===== src/rtl/hazard_sched_pkg.sv =====
// Shared types for the RV32I pipeline scheduler: FSM states, forwarding selects
// and the per-stage shadow tag kept alongside the datapath registers.
package hazard_sched_pkg;

  typedef enum logic [1:0] {
    RUN      = 2'b00,
    LU_STALL = 2'b01,
    MEM_WAIT = 2'b10
  } hz_state_e;

  typedef enum logic [1:0] {
    FWD_RF  = 2'b00,
    FWD_MEM = 2'b01,
    FWD_WB  = 2'b10
  } fwd_sel_e;

  typedef struct packed {
    logic       valid;
    logic [4:0] rd;
    logic       wren;
    logic       is_load;
    logic       is_mem;
    logic [4:0] rs1;
    logic [4:0] rs2;
  } stage_tag_t;

  localparam stage_tag_t TAG_BUBBLE = '0;

  // x0 is hardwired, so a producer targeting rd=0 never supplies a value.
  function automatic logic tag_writes(input stage_tag_t tag, input logic [4:0] rs);
    return tag.valid & tag.wren & (tag.rd != 5'd0) & (tag.rd == rs);
  endfunction

endpackage


===== src/rtl/hazard_sched_fwd_select.sv =====
// Operand forwarding select for one EX source register; the younger MEM
// producer takes precedence over the older WB producer.
module fwd_select
  import hazard_sched_pkg::*;
(
  input  logic [4:0] i_rs,
  input  stage_tag_t i_mem_tag,
  input  stage_tag_t i_wb_tag,
  output fwd_sel_e   o_sel
);

  logic w_unused;
  assign w_unused = ^{i_mem_tag.is_load, i_mem_tag.is_mem, i_mem_tag.rs1, i_mem_tag.rs2,
                      i_wb_tag.is_load, i_wb_tag.is_mem, i_wb_tag.rs1, i_wb_tag.rs2};

  always_comb begin
    o_sel = FWD_RF;
    if (tag_writes(i_mem_tag, i_rs)) begin
      o_sel = FWD_MEM;
    end else if (tag_writes(i_wb_tag, i_rs)) begin
      o_sel = FWD_WB;
    end
  end

endmodule


===== src/rtl/hazard_sched.sv =====
// Pipeline scheduler for the 5-stage RV32I core: per-cycle advance/hold/bubble
// control and EX forwarding, driven by shadow tags of the EX/MEM/WB stages.
module hazard_sched
  import hazard_sched_pkg::*;
#(
  parameter int unsigned MEM_WAIT_MAX = 255,
  parameter int unsigned CNT_W        = 8
) (
  input  logic       clk_i,
  input  logic       rst_ni,
  input  logic       id_valid_i,
  input  logic [4:0] id_rs1_addr_i,
  input  logic [4:0] id_rs2_addr_i,
  input  logic [4:0] id_rd_addr_i,
  input  logic       id_rd_wren_i,
  input  logic       id_is_load_i,
  input  logic       id_is_store_i,
  input  logic       ex_redirect_i,
  input  logic       dmem_ready_i,
  output logic       pc_en_o,
  output logic       if_id_en_o,
  output logic       id_ex_en_o,
  output logic       ex_mem_en_o,
  output logic       mem_wb_en_o,
  output logic       if_id_flush_o,
  output logic       id_ex_flush_o,
  output logic [1:0] fwd_a_sel_o,
  output logic [1:0] fwd_b_sel_o,
  output logic       mem_timeout_o
);

  localparam logic [CNT_W-1:0] CNT_MAX = CNT_W'(MEM_WAIT_MAX);

  hz_state_e        r_state, w_state_nxt;
  stage_tag_t       r_ex, r_mem, r_wb;
  stage_tag_t       w_id_tag, w_ex_nxt;
  logic [CNT_W-1:0] r_cnt;
  logic             r_timeout;
  logic             w_freeze, w_lu_hit;
  fwd_sel_e         w_fwd_a, w_fwd_b;

  always_comb begin
    w_id_tag = TAG_BUBBLE;
    if (id_valid_i) begin
      w_id_tag.valid   = 1'b1;
      w_id_tag.rd      = id_rd_addr_i;
      w_id_tag.wren    = id_rd_wren_i;
      w_id_tag.is_load = id_is_load_i;
      w_id_tag.is_mem  = id_is_load_i | id_is_store_i;
      w_id_tag.rs1     = id_rs1_addr_i;
      w_id_tag.rs2     = id_rs2_addr_i;
    end
  end

  assign w_freeze = r_mem.valid & r_mem.is_mem & ~dmem_ready_i;
  assign w_lu_hit = id_valid_i & r_ex.valid & r_ex.is_load & (r_ex.rd != 5'd0) &
                    ((r_ex.rd == id_rs1_addr_i) | (r_ex.rd == id_rs2_addr_i));

  always_ff @(posedge clk_i or negedge rst_ni) begin
    if (!rst_ni) begin
      r_state <= RUN;
    end else begin
      r_state <= w_state_nxt;
    end
  end

  // Priority: MEM freeze, then redirect, then load-use. Redirect is qualified
  // with rst_ni so the control outputs sit at their idle values throughout reset.
  always_comb begin
    w_state_nxt   = RUN;
    w_ex_nxt      = w_id_tag;
    pc_en_o       = 1'b1;
    if_id_en_o    = 1'b1;
    id_ex_en_o    = 1'b1;
    ex_mem_en_o   = 1'b1;
    mem_wb_en_o   = 1'b1;
    if_id_flush_o = 1'b0;
    id_ex_flush_o = 1'b0;
    if (w_freeze) begin
      w_state_nxt = MEM_WAIT;
      pc_en_o     = 1'b0;
      if_id_en_o  = 1'b0;
      id_ex_en_o  = 1'b0;
      ex_mem_en_o = 1'b0;
      mem_wb_en_o = 1'b0;
    end else if (ex_redirect_i && rst_ni) begin
      if_id_flush_o = 1'b1;
      id_ex_flush_o = 1'b1;
      w_ex_nxt      = TAG_BUBBLE;
    end else if (w_lu_hit && (r_state != LU_STALL)) begin
      w_state_nxt   = LU_STALL;
      pc_en_o       = 1'b0;
      if_id_en_o    = 1'b0;
      id_ex_flush_o = 1'b1;
      w_ex_nxt      = TAG_BUBBLE;
    end
  end

  always_ff @(posedge clk_i or negedge rst_ni) begin
    if (!rst_ni) begin
      r_ex  <= TAG_BUBBLE;
      r_mem <= TAG_BUBBLE;
      r_wb  <= TAG_BUBBLE;
    end else if (!w_freeze) begin
      r_ex  <= w_ex_nxt;
      r_mem <= r_ex;
      r_wb  <= r_mem;
    end
  end

  // Counter saturates at MEM_WAIT_MAX; the timeout flag sets on the edge the
  // counter reaches it and stays set until reset.
  always_ff @(posedge clk_i or negedge rst_ni) begin
    if (!rst_ni) begin
      r_cnt     <= '0;
      r_timeout <= 1'b0;
    end else if (w_freeze) begin
      if (r_cnt != CNT_MAX) begin
        r_cnt <= r_cnt + 1'b1;
      end
      if (r_cnt >= (CNT_MAX - 1'b1)) begin
        r_timeout <= 1'b1;
      end
    end else begin
      r_cnt <= '0;
    end
  end

  fwd_select u_fwd_a (
    .i_rs      (r_ex.rs1),
    .i_mem_tag (r_mem),
    .i_wb_tag  (r_wb),
    .o_sel     (w_fwd_a)
  );

  fwd_select u_fwd_b (
    .i_rs      (r_ex.rs2),
    .i_mem_tag (r_mem),
    .i_wb_tag  (r_wb),
    .o_sel     (w_fwd_b)
  );

  assign fwd_a_sel_o   = w_fwd_a;
  assign fwd_b_sel_o   = w_fwd_b;
  assign mem_timeout_o = r_timeout;

endmodule


===== config.mk =====
export PLATFORM = sky130hd
export DESIGN_NAME = hazard_sched
export DESIGN_NICKNAME = d
export VERILOG_FILES = /design/src/rtl/hazard_sched_pkg.sv /design/src/rtl/hazard_sched_fwd_select.sv /design/src/rtl/hazard_sched.sv
export SDC_FILE = /design/constraint.sdc
export NUM_CORES = 1
export LEC_CHECK = 0
export CORE_MARGIN = 1
export CORE_UTILIZATION = 49
export CTS_CLUSTER_DIAMETER = 30
export DETAILED_ROUTE_END_ITERATION = 16
export MAX_ROUTING_LAYER = met4
export PLACE_DENSITY = 0.81
export SYNTH_ARGS = -nofsm -noshare
export SYNTH_HDL_FRONTEND = slang
export SYNTH_SLANG_ARGS = --single-unit

===== constraint.sdc =====
create_clock -name clk_i -period 3.28 [get_ports clk_i]
set_input_delay 0.492 -clock clk_i [delete_from_list [all_inputs] [get_ports clk_i]]
set_output_delay 0.492 -clock clk_i [all_outputs]
set_load 0.02 [all_outputs]

==> flow_summary_export.csv <==
group,metric,value,unit
sta,tightest_slew,0.572,ns
yosys,yosys-top-cells-count,"nand2_1, dfrtp_1, xnor2_1",
floorplan,io_pins,35,
outcome,status,"complete, no violations",
pwr,internal-power,1.18,mW
critical_path,path_buf_inv,1,
final_layout,final_layout_size_suffix_gt1_frac,0.111,
clock_network,cts_htree_levels,2,
critical_path,reg2reg_from,"r_mem[18]",
sta,skew,0.00980,ns
clock_network,hold_buffers,0,
critical_path,path_max_fanout,5,
global_routing,grt_overflow,0,
pwr,power_frac_comb,0.330,
place,place_hpwl,3960,um
yosys,post_synth_inst_count,256,
clock_network,clock_latency,0.30,ns
yosys,synth_compound_area_frac,0.179,
yosys,yosys_warnings,0,
critical_path,slowest_stage,"clkdlybuf4s50_1",
clock_network,cts_tree,"built",
sta,rsz0062_at_grt,"no",
routing,firstDrtPassIters,4,
yosys,yosysTopAreaCell,"dfrtp_1",
floorplan,die_h,72.6,um
yosys,synth_mux_area_frac,0,
routing,vias,1984,
routing,top_layer,"met4",
yosys,ys_types,42,
critical_path,required,2.79,ns
sta,drv_slew,0,
final_layout,nFillCells,436,
sta,fin_ws,0.288,ns
final_layout,fin_nets,312,
clock_network,post_cts_resized,0,
routing,drt_iter0_markers,139,
critical_path,path_cells,"or4_1 -> o211ai_2 -> nor4_1 -> nor4_2 -> clkdlybuf4s50_1",
global_routing,antenna_found_initial,0,
yosys,async_flop_share,1.00,
floorplan,die_area,5270,sq um
place,place_area,2820,sq um
pwr,pwr-share-seq,0.470,
routing,drcViolationCount,0,
routing,vias_per_cell,5.59,
sta,hold_slack,0.368,ns
global_routing,gr-usage-all-layers,0.257,
pwr,leakage,1.23,nW
yosys,synth_most_common_cell,"nand2_1",
clock_network,post_cts_buffers,0,
yosys,synth_edf_count,0,
routing,drt_wl_total,5700,um
routing,met1Wirelength,2640,um
routing,met2_wirelength,2720,um
place,dp_slack,0.538,ns
global_routing,grt_pass1_wl,9680,um
critical_path,crit_path_start_kind,"flop",
final_layout,diodes,0,
floorplan,num_rows,25,
pwr,power,1.89,mW
clock_network,clk_path_buf_depth,2,
sta,finalCriticalPeriod,2.99,ns
yosys,ys_ff_latch,45,
sta,finalSetupViolCount,0,
routing,wl_met3,216,um
yosys,avgSynthCellArea,9.55,sq um
critical_path,endpoint_kind,"output port",
floorplan,core,4750,sq um
worst_hold_path,holdCritPathClass,"in -> async",
clock_network,clkTransAtPathRegs,0.09,ns
yosys,synth_top_family_by_area,"simple AND/OR/NAND/NOR gates",
critical_path,cp_top_family,"simple AND/OR/NAND/NOR gates",
pwr,switching_power,706,uW
sta,fin_crit_sh,0.912,
final_layout,syn2layout_area_growth,19.6,%
yosys,synthFlopType,"dfrtp_1",
clock_network,clockRootBuffer,"clkbuf_8",
yosys,synth.top_cell.area_share,0.461,
yosys,syn_nets,281,
global_routing,grt_pass1_vias,1941,
yosys,yosys.area_share.simple,0.181,
critical_path,worstPathArrival,2.50,ns
sta,fin_setup_tns,0,ns
critical_path,critPathMaxStageDelay,0.64,ns
yosys,synth_xor_xnor_area_share,0.122,
pwr,power.density,645,nW/um^2
floorplan,die_w,72.6,um
clock_network,numCtsBuffers,5,
sta,slew_headroom,0.615,
clock_network,clkSinkCount,45,
pwr,clock_power_share,0.200,
critical_path,critical_path_class,"reg -> out",
sta,hold_violations,0,
sta,max_freq,0.334,GHz
routing,antenna_left,0,
global_routing,grt_max_degree,46,
pwr,power_switching_share,0.374,
place,port-buffer-count,34,
yosys,syn_area,2440,sq um
pwr,peakVddDrop,0.349,mV
yosys,ys_top_cells_by_area,"dfrtp_1, nand2_1, xnor2_1, a32oi_1, xor2_1",
yosys,ys_seq_area_frac,0.461,
flow_run,drv_cap,0,
critical_path,crit_start,"r_mem[16]",
yosys,synth_adder_area_share,0.0102,
final_layout,final_area,2920,sq um
routing,detail_route.wl_per_cell,16.1,um
floorplan,initial_core_util,0.514,
place,gp_congestion,0.833,
==> through the flow <==
step,util,instances
after CTS,0.615,355
after global placement,0.593,347
after global routing,0.615,355
final,0.615,355
after detailed placement,0.593,347
after floorplan,-,256
==> registers in the layout (all words and copies together), names as in the netlist <==
signal and flops:
r_wb 7, r_cnt 8, r_ex 19, r_state 2
r_mem 8, mem_timeout_o 1
==> cell families after synthesis <==
group / count (synthesis)
simple gates: 96
compound gates: 57
flops: 45
xor+xnor: 34
buf+inv: 22
fa+ha+maj: 2
==> worst paths after layout <==
check,slack [ns],to,depth (start not counted)
worst min register to register,0.49,mem_timeout_o,1
worst max register to register,1.32,r_ex[2],6
min in group clk_i,0.49,mem_timeout_o,1
worst min-delay path,0.37,mem_timeout_o,2
max in group asynchronous,2.51,r_state[1],2
worst max-delay path,0.29,fwd_b_sel_o[1],5
==> power groups by stage <==
stage | combinational (mW) | clock, mW | sequential [mW]
after floorplan | 0.469 | 0 | 0.835
after global placement | 0.600 | 0 | 0.886
after detailed placement | 0.624 | 0 | 0.894
after CTS | 0.629 | 0.382 | 0.883
after global routing | 0.698 | 0.407 | 0.906
final | 0.623 | 0.377 | 0.886
==> layout make-up <==
class | count | area, sq um | share of cell area
Tap cell | 67 | 83.8 | 0.0287
Timing Repair Buffer | 40 | 380 | 0.130
Multi-Input combinational cell | 189 | 1210 | 0.414
Sequential cell | 45 | 1130 | 0.385
Inverter | 6 | 22.5 | 0.00771
Clock buffer | 7 | 96.3 | 0.0330
Clock inverter | 1 | 5.00 | 0.00171
==> placed cells by master, fill, tap and decap left out, types with 5 or more instances in the layout <==
| cell | n |
|---|---|
| nand3_1 | 7 |
| xnor2_1 | 22 |
| clkdlybuf4s50_1 | 33 |
| buf_4 | 6 |
| nor2_1 | 6 |
| nand2_1 | 60 |
| xor2_1 | 12 |
| o21ai_2 | 8 |
| dfrtp_1 | 45 |
| a32oi_1 | 18 |
| inv_1 | 5 |
| o21ai_0 | 13 |
| clkbuf_8 | 7 |
==> routing by layer <==
layer  vias to the layer above  track usage
met1                       954        0.353
met3                         9       0.0456
met5                         -            -
met4                         0        0.105
li1                        968            -
met2                        53        0.379
Power figures use the tool's default switching activity.
